File: config.mk
export PLATFORM = sky130hd
export DESIGN_NAME = pcie_serial_byte_rx
export DESIGN_NICKNAME = d
export VERILOG_FILES = /design/src/rtl/pcie_lane_pkg.sv /design/src/rtl/pcie_rx_shift8.sv /design/src/rtl/pcie_serial_byte_rx.sv
export SDC_FILE = /design/constraint.sdc
export NUM_CORES = 1
export LEC_CHECK = 0
export CAP_MARGIN = 15
export CELL_PAD_IN_SITES_DETAIL_PLACEMENT = 0
export CELL_PAD_IN_SITES_GLOBAL_PLACEMENT = 2
export CORE_AREA = 2 2 68 70
export DETAILED_ROUTE_END_ITERATION = 12
export DIE_AREA = 0 0 70 72
export GPL_TIMING_DRIVEN = 0
export MAX_ROUTING_LAYER = met4
export PLACE_DENSITY = 0.86
export SETUP_SLACK_MARGIN = 0.15
export SYNTH_ARGS = -nofsm -noshare
export SYNTH_HDL_FRONTEND = slang
export SYNTH_HIERARCHICAL = 1
export SYNTH_SLANG_ARGS = --single-unit
File: constraint.sdc
create_clock -name CLK -period 4.35 [get_ports CLK]
set_input_delay 0.435 -clock CLK [delete_from_list [all_inputs] [get_ports CLK]]
set_output_delay 0.435 -clock CLK [all_outputs]
set_load 0.005 [all_outputs]
File: src/rtl/pcie_lane_pkg.sv
// ============================================================================
// pcie_lane_pkg : COM symbol and lane alignment state encoding (shared TX/RX)
// Revision      : 1.0
// ============================================================================
`default_nettype none

package pcie_lane_pkg;

  localparam logic [7:0] COM_BYTE = 8'hBC;

  typedef enum logic [1:0] {
    SEARCH  = 2'd0,
    LOCKING = 2'd1,
    LOCKED  = 2'd2
  } lane_state_t;

endpackage

`default_nettype wire

File: src/rtl/pcie_rx_shift8.sv
// ============================================================================
// pcie_rx_shift8 : serial shift window with mod-8 bit counter and boundary flag
// Revision       : 1.0
// ============================================================================
`default_nettype none

module pcie_rx_shift8 (
  input  logic       clk,
  input  logic       rst,
  input  logic       en,
  input  logic       clr,
  input  logic       din,
  output logic [7:0] win,
  output logic       boundary
);

  // Only the seven most recent bits need storing; the eighth is the live input.
  logic [6:0] shift;
  logic [2:0] bit_cnt;

  always_ff @(posedge clk) begin
    if (rst) begin
      shift   <= 7'd0;
      bit_cnt <= 3'd0;
    end else if (en) begin
      shift   <= win[6:0];
      bit_cnt <= clr ? 3'd0 : bit_cnt + 3'd1;
    end
  end

  assign win      = {shift, din};
  assign boundary = en && (bit_cnt == 3'd7);

endmodule

`default_nettype wire

File: src/rtl/pcie_serial_byte_rx.sv
// ============================================================================
// pcie_serial_byte_rx : MSB-first serial-to-byte receiver with COM alignment.
// Build option PCIE_RX_COM_STRIP_EN: suppress delivery of COM bytes once locked.
// Revision            : 1.0
// ============================================================================
`default_nettype none

module pcie_serial_byte_rx #(
  parameter logic [7:0] COM_BYTE    = pcie_lane_pkg::COM_BYTE,
  parameter int         LOCK_COMS   = 2,
  parameter int         COM_TIMEOUT = 64
) (
  input  logic       CLK,
  input  logic       RESET,
  input  logic       data_in,
  input  logic       bit_valid,
  output logic [7:0] DATA_OUT,
  output logic       VALID_OUT,
  output logic       ACTIVE,
  output logic       COM_DET
);

  import pcie_lane_pkg::*;

  localparam int CW = $clog2(LOCK_COMS + 1);
  localparam int GW = $clog2(COM_TIMEOUT + 1);
  localparam logic [CW-1:0] LOCK_LAST = CW'(LOCK_COMS - 1);
  localparam logic [GW-1:0] GAP_LAST  = GW'(COM_TIMEOUT - 1);
`ifdef PCIE_RX_COM_STRIP_EN
  localparam bit DELIVER_COM = 1'b0;
`else
  localparam bit DELIVER_COM = 1'b1;
`endif

  lane_state_t   state;
  logic [CW-1:0] com_cnt;
  logic [GW-1:0] gap_cnt;
  logic [7:0]    win;
  logic          boundary;
  logic          is_com;
  logic          search_hit;

  assign is_com     = (win == COM_BYTE);
  // Any-alignment match in SEARCH re-phases the byte counter to this bit.
  assign search_hit = bit_valid && (state == SEARCH) && is_com;

  pcie_rx_shift8 u_shift (
    .clk      (CLK),
    .rst      (RESET),
    .en       (bit_valid),
    .clr      (search_hit),
    .din      (data_in),
    .win      (win),
    .boundary (boundary)
  );

  always_ff @(posedge CLK) begin
    if (RESET) begin
      state     <= SEARCH;
      com_cnt   <= '0;
      gap_cnt   <= '0;
      DATA_OUT  <= 8'd0;
      VALID_OUT <= 1'b0;
      ACTIVE    <= 1'b0;
      COM_DET   <= 1'b0;
    end else begin
      VALID_OUT <= 1'b0;
      COM_DET   <= 1'b0;
      if (bit_valid) begin
        case (state)
          SEARCH: begin
            if (is_com) begin
              com_cnt <= CW'(1);
              COM_DET <= 1'b1;
              if (LOCK_COMS == 1) begin
                state   <= LOCKED;
                ACTIVE  <= 1'b1;
                gap_cnt <= '0;
                if (DELIVER_COM) begin
                  DATA_OUT  <= win;
                  VALID_OUT <= 1'b1;
                end
              end else begin
                state <= LOCKING;
              end
            end
          end
          LOCKING: begin
            if (boundary) begin
              if (is_com) begin
                COM_DET <= 1'b1;
                com_cnt <= com_cnt + 1'b1;
                // The COM completing the lock is the first byte delivered.
                if (com_cnt == LOCK_LAST) begin
                  state   <= LOCKED;
                  ACTIVE  <= 1'b1;
                  gap_cnt <= '0;
                  if (DELIVER_COM) begin
                    DATA_OUT  <= win;
                    VALID_OUT <= 1'b1;
                  end
                end
              end else begin
                com_cnt <= '0;
                state   <= SEARCH;
              end
            end
          end
          LOCKED: begin
            if (boundary) begin
              if (is_com) begin
                COM_DET <= 1'b1;
                gap_cnt <= '0;
                if (DELIVER_COM) begin
                  DATA_OUT  <= win;
                  VALID_OUT <= 1'b1;
                end
              end else begin
                DATA_OUT  <= win;
                VALID_OUT <= 1'b1;
                if (gap_cnt == GAP_LAST) begin
                  state   <= SEARCH;
                  ACTIVE  <= 1'b0;
                  com_cnt <= '0;
                  gap_cnt <= '0;
                end else begin
                  gap_cnt <= gap_cnt + 1'b1;
                end
              end
            end
          end
          default: begin
            state   <= SEARCH;
            com_cnt <= '0;
            ACTIVE  <= 1'b0;
          end
        endcase
      end
    end
  end

endmodule

`default_nettype wire

==> flow_summary.ini, run 1 <==
[run_status]
status = finished clean

[clock_network]
h-tree-depth = 2
ctsResizeCount = 0
clockRootBuffer = clkbuf_8
clock-sinks = 32
cts_tree = yes
cts_buffer_depth = 2
hold_buffers = 0
clock_latency_ns = 0.28
numCtsBuffers = 5
clkTransAtPathRegs_ns = 0.07
post_cts_buffers = 0

[global_route]
grt_pass1_vias = 1356
grt_start_max_net_pins = 13
grt_first_pass_wirelength_mm = 6.27
grt_overflow = 0
antenna_found_initial = 0
grt_usage_pct = 16.1

[logic_synthesis]
synth-edff-count = 0
yosysSeqAreaShare_pct = 41.7
yosysUniqueCellTypes = 39
synth_area_sq_um = 1540
synth_fp_nets = 188
ys.flop_type = dfxtp_1
syn_avg_cell_area_sq_um = 8.79
ys_seq_elements = 32
yosysWarnings = 6
ys_async_sr_fraction_pct = 0
synthCells = 175

[worst_setup_path]
cpMostUsedCell = nand4_1
crit_start = bit_valid
cp-end-kind = flop
r2r-start = u_shift/bit_cnt[0]
path_cells = clkdlybuf4s50_1 > buf_4 > and2_1 > nand4_1 > o21ai_1 > nand4_1 > a21oi_1
r2r-end = gap_cnt[1]
cp-start-kind = input port
rrSetupSlack_ns = 2.22
cp_max_fo = 12
rr_worst_depth = 7
crit_arrival_ns = 2.81
required_ns = 4.56
cp_slowest_cell = clkdlybuf4s50_1
path_class = input port to flop
cpPeakStageDelay_ns = 0.67
critPathCapture = gap_cnt[1]

[floorplan]
coreArea_sq_um = 4260
die_area_sq_um = 5040
die_h_um = 72
dieWidth_um = 70
rows = 24
start_util_pct = 36.1
num_io_pins = 15

[drt]
wl_per_cell_um = 14.3
drt_iter0_drc = 68
vias = 1317
ant_nets = 0
drt_first_pass_iters = 4
wl_mm = 3.54
routed_via_density = 5.31
drc_errors = 0

[sta]
finalSetupViolations = 0
tightest_slew_ns = 0.717
fmax_mhz = 384
hold_viol_final = 0
rsz0062_at_grt = no
fin_tns_setup_ns = 0
fin_crit_ns = 2.60
fin_crit_sh_pct = 59.9
final.setup_skew_ns = 0.00728
slew_headroom_pct = 51.9
slew_violations = 0

[final_layout]
final_cell_mix = dfxtp_1, a21oi_1, nand2_1, clkdlybuf4s50_1, nor2_1
final_common_cell = dfxtp_1
fill_cells = 433
stdcell_count = 248
area_delta_synth_final_pct = 18.6
n_antenna_cell = 0
final_area_sq_um = 1820
drive_gt1_share_pct = 6.12
fin_nets = 209

[power_and_ir_drop]
peakVddDrop_mv = 0.160
p_switching_mw = 0.122
comb_power_share_pct = 3.9
swShare_pct = 22.8
sequentialPowerShare_pct = 55.7
power_leakage_nw = 0.665
intPower_mw = 0.413
pwr-share-clk_pct = 40.4
cellPowerDensity_nw_per_um2 = 293

[place]
hpwlAfterDp_mm = 2.49
portBuffers = 14
dp_cells = 241
placed_cell_area_sq_um = 1740
routabilityCongestion = 0.789

[min_path]
hold_path.class = flop to flop

[flow_run]
cap_violations = 0
[synth_stat cells (2+ instances only)]
cell | n | area (sq um)
ha_1 | 9 | 113
buf_4 | 2 | 15.0
nand3b_1 | 4 | 30.0
nand2_1 | 20 | 75.1
nand4_1 | 2 | 12.5
or4_1 | 3 | 22.5
and3_1 | 4 | 25.0
nor3_1 | 6 | 30.0
dfxtp_1 | 32 | 641
nand2b_1 | 5 | 31.3
a31oi_1 | 4 | 25.0
nor4_1 | 2 | 12.5
o21ai_0 | 5 | 25.0
nand3_1 | 6 | 30.0
mux2i_1 | 7 | 70.1
clkbuf_1 | 6 | 22.5
nor2_1 | 11 | 41.3
a21oi_1 | 22 | 110
inv_1 | 4 | 15.0
nor4b_1 | 2 | 17.5
[power by group through the flow]
| stage | Sequential [mW] | Clock (mW) | Combinational, mW |
|---|---|---|---|
| 2_1_floorplan | 0.304 | 0 | 0.0135 |
| 3_3_place_gp | 0.304 | 0 | 0.0206 |
| 3_5_place_dp | 0.304 | 0 | 0.0212 |
| 4_1_cts | 0.298 | 0.223 | 0.0213 |
| 5_1_grt | 0.298 | 0.240 | 0.0238 |
| 6_report | 0.298 | 0.216 | 0.0211 |
[layer usage]
| layer | GRT usage (%) | routed length (um) | part of all wire, % |
|---|---|---|---|
| met1 | 19.5 | 1680 | 47 |
| met2 | 26.5 | 1650 | 47 |
| met3 | 4.31 | 172 | 4.9 |
| met4 | 5.13 | 31 | 0.88 |
| met5 | - | 0 | 0 |
[sequential cells by signal, summed over array words and instances (netlist names)]
register and count:
COM_DET 1, com_cnt 2, u_shift/shift 7, DATA_OUT 8, u_shift/bit_cnt 3, ACTIVE 1
gap_cnt 7, state 2, VALID_OUT 1
[area by class of cell]
cell class	count	area (sq um)	share of cell area, %
multi-input combinational	131	845	46.3
sequential	32	641	35.1
timing repair buffer	14	140	7.68
clock buffer	5	68.8	3.77
tap	52	65.1	3.57
buffer	8	37.5	2.06
inverter	4	15.0	0.823
clock inverter	2	12.5	0.686
[worst max-delay path: cells and delay by family]
kind            cells  cell delay (ns)
simple gates        3             0.66
compound gates      2             0.78
buf+inv             2             0.94
[worst min path at each step]
stage | startpoint | endpoint | slack (ns) | depth (start not counted)
2_1_floorplan | u_shift/shift[6] | DATA_OUT[7] | 0.44 | 2
3_3_place_gp | DATA_OUT[3] | DATA_OUT[3] | 0.45 | 2
3_5_place_dp | DATA_OUT[1] | DATA_OUT[1] | 0.45 | 2
4_1_cts | DATA_OUT[1] | DATA_OUT[1] | 0.46 | 2
5_1_grt | DATA_OUT[7] | DATA_OUT[7] | 0.48 | 2
6_report | DATA_OUT[6] | DATA_OUT[6] | 0.46 | 2
[through the flow]
step | hold WS [ns] | total power, mW | worst slack [ns] | utilization, %
finish | 0.458 | 0.535 | 1.75 | 42.8
global route | 0.484 | 0.562 | 1.60 | 42.8
CTS | 0.463 | 0.542 | 1.76 | 42.8
detailed placement | 0.450 | 0.326 | 1.46 | 40.9
global placement | 0.450 | 0.325 | 1.48 | 40.9
floorplan | 0.440 | 0.317 | 2.42 | -
[kinds of logic after synthesis]
logic type / after synthesis / synth area share [%]
AOI/OAI and AO/OA: 39 / 15.0
and+or+nand+nor: 76 / 28.1
buffers and inverters: 12 / 3.42
DFF: 32 / 41.7
muxes: 7 / 4.56
adders and majority gates: 9 / 7.32
Power figures use the tool's default switching activity.
==> run 2: changes to the inputs <==
--- a/config.mk
+++ b/config.mk
@@ -8,12 +8,12 @@
 export CAP_MARGIN = 15
 export CELL_PAD_IN_SITES_DETAIL_PLACEMENT = 0
 export CELL_PAD_IN_SITES_GLOBAL_PLACEMENT = 2
-export CORE_AREA = 2 2 68 70
+export CORE_AREA = 2 2 74 76
 export DETAILED_ROUTE_END_ITERATION = 12
-export DIE_AREA = 0 0 70 72
+export DIE_AREA = 0 0 76 78
 export GPL_TIMING_DRIVEN = 0
 export MAX_ROUTING_LAYER = met4
-export PLACE_DENSITY = 0.86
+export PLACE_DENSITY = 0.77
 export SETUP_SLACK_MARGIN = 0.15
 export SYNTH_ARGS = -nofsm -noshare
 export SYNTH_HDL_FRONTEND = slang
==> constraint.sdc (replaced) <==
create_clock -name CLK -period 2.35 [get_ports CLK]
set_input_delay 0.235 -clock CLK [delete_from_list [all_inputs] [get_ports CLK]]
set_output_delay 0.235 -clock CLK [all_outputs]
set_load 0.005 [all_outputs]
==> flow_summary.ini, run 2 (same netlist as run 1, synthesis figures left out) <==
[drt]
wl_mm = 3.63
drt_first_pass_iters = 4
drc_errors = 0
ant_nets = 0
vias = 1338
drt_iter0_drc = 44
routed_via_density = 5.01
wl_per_cell_um = 13.6

[power_and_ir_drop]
peakVddDrop_mv = 0.246
cellPowerDensity_nw_per_um2 = 549
power_leakage_nw = 0.675
pwr-share-clk_pct = 42.3
comb_power_share_pct = 3.8
sequentialPowerShare_pct = 53.9
swShare_pct = 24.4
p_switching_mw = 0.250
intPower_mw = 0.772

[sta]
fin_crit_ns = 2.12
slew_violations = 0
fin_crit_sh_pct = 90.1
hold_viol_final = 0
final.setup_skew_ns = 0.0115
fmax_mhz = 472
finalSetupViolations = 0
tightest_slew_ns = 0.577
slew_headroom_pct = 61.5
rsz0062_at_grt = yes

[clock_network]
post_cts_buffers = 0
clock_latency_ns = 0.29
cts_tree = yes
clock-sinks = 32
clockRootBuffer = clkbuf_8
clkTransAtPathRegs_ns = 0.07
cts_buffer_depth = 2
h-tree-depth = 2
numCtsBuffers = 5

[final_layout]
regMostFlops = DATA_OUT
n_antenna_cell = 0
regArea_sq_um = 641
fin_util_pct = 36.9
final_cell_mix = dfxtp_1, a21oi_1, nand2_1, clkdlybuf4s50_1, nor2_1
largest_register_ffs = 8
fill_cells = 526
largest_registers = DATA_OUT: 8 flops, gap_cnt: 7 flops, u_shift/shift: 7 flops
drive_gt1_share_pct = 8.12
multi_input_area_sq_um = 848
fin_nets = 209
stdcell_count = 267
area_delta_synth_final_pct = 21.2
final_common_cell = dfxtp_1

[worst_setup_path]
cp_slowest_cell = or4_1
path_class = flop to flop
required_ns = 2.56
cp-start-kind = flop
crit_arrival_ns = 2.33
cpPeakStageDelay_ns = 0.51
cpMostUsedCell = ha_1
path_cells = ha_1 > ha_1 > and2_1 > nand4_1 > o21a_4 > or4_1 > a21oi_1
cp-end-kind = flop
cp_max_fo = 7

[global_route]
grt_usage_pct = 13.5
grt_first_pass_wirelength_mm = 6.18
grt_overflow = 0
grt_pass1_vias = 1291
antenna_found_initial = 0
grt_start_max_net_pins = 13

[min_path]
hold_path.class = flop to flop

[place]
routabilityCongestion = 0.781
dp_cells = 259
hpwlAfterDp_mm = 2.54
portBuffers = 14

[floorplan]
dieWidth_um = 76
rows = 26
start_util_pct = 30.5
num_io_pins = 15
die_area_sq_um = 5930
die_h_um = 78
coreArea_sq_um = 5040

[flow_run]
cap_violations = 0

[run_status]
status = finished clean
==> run 2: cell types whose count changed in the layout (fill, tap and decap cells not counted), sizes merged <==
cell and change:
clkinvlp +1, dlygate4sd2 +1, clkdlybuf4s50 -1
==> run 2: critical path, delay by kind of cell, from the launching register on <==
family	cells	cell delay (ns)
AND/OR/NAND/NOR	3	0.97
AO/OA/AOI/OAI	2	0.40
flip-flops	1	0.36
adder cells (fa/ha/maj)	2	0.31
==> run 2: timing repair <==
action	in CTS	in global routing
cloned	0	0
endpoints found under the setup margin	13	12
gates resized for setup	2	4
hold buffers	0	0
==> run 2: cell type report <==
class / count / share of cell area, %
Sequential cell: 32 / 34.4
Buffer: 8 / 2.15
Clock buffer: 5 / 3.69
Clock inverter: 3 / 1.28
Multi-Input combinational cell: 131 / 45.5
Inverter: 4 / 0.806
Tap cell: 70 / 4.70
Timing Repair Buffer: 14 / 7.45
==> run 2: routing by layer <==
metal	GRT usage (%)	vias to the layer above	wire length, um
li1	-	675	-
met1	16.2	631	1740
met2	22.0	27	1700
met3	3.49	5	145
met4	4.91	0	52
met5	-	-	0
==> run 2: per-stage QoR <==
stage	TNS (ns)	worst slack [ns]	power (mW)	cell area (sq um)	hold slack [ns]
after floorplan	0	0.503	0.587	1540	0.382
after global placement	-3.30	-0.331	0.602	1770	0.447
after detailed placement	-3.50	-0.323	0.604	1770	0.450
after CTS	0	0.218	1.04	1860	0.463
after global routing	0	0.0820	1.07	1860	0.480
final	0	0.232	1.02	1860	0.458
==> run 2: path summary, 6_finish.rpt <==
| check | from | end | slack [ns] | cells after the start |
|---|---|---|---|---|
| max reg2reg | u_shift/bit_cnt[0] | gap_cnt[5] | 0.23 | 7 |
| max | u_shift/bit_cnt[0] | gap_cnt[5] | 0.23 | 7 |
| min reg2reg | DATA_OUT[5] | DATA_OUT[5] | 0.46 | 2 |
| min | DATA_OUT[5] | DATA_OUT[5] | 0.46 | 2 |
==> run 2: power groups by stage <==
stage	combinational, mW	sequential, mW	clock, mW
global placement	0.0388	0.563	0
finish	0.0389	0.551	0.432
CTS	0.0392	0.551	0.451
global route	0.0437	0.552	0.473
floorplan	0.0250	0.562	0
detailed placement	0.0399	0.564	0
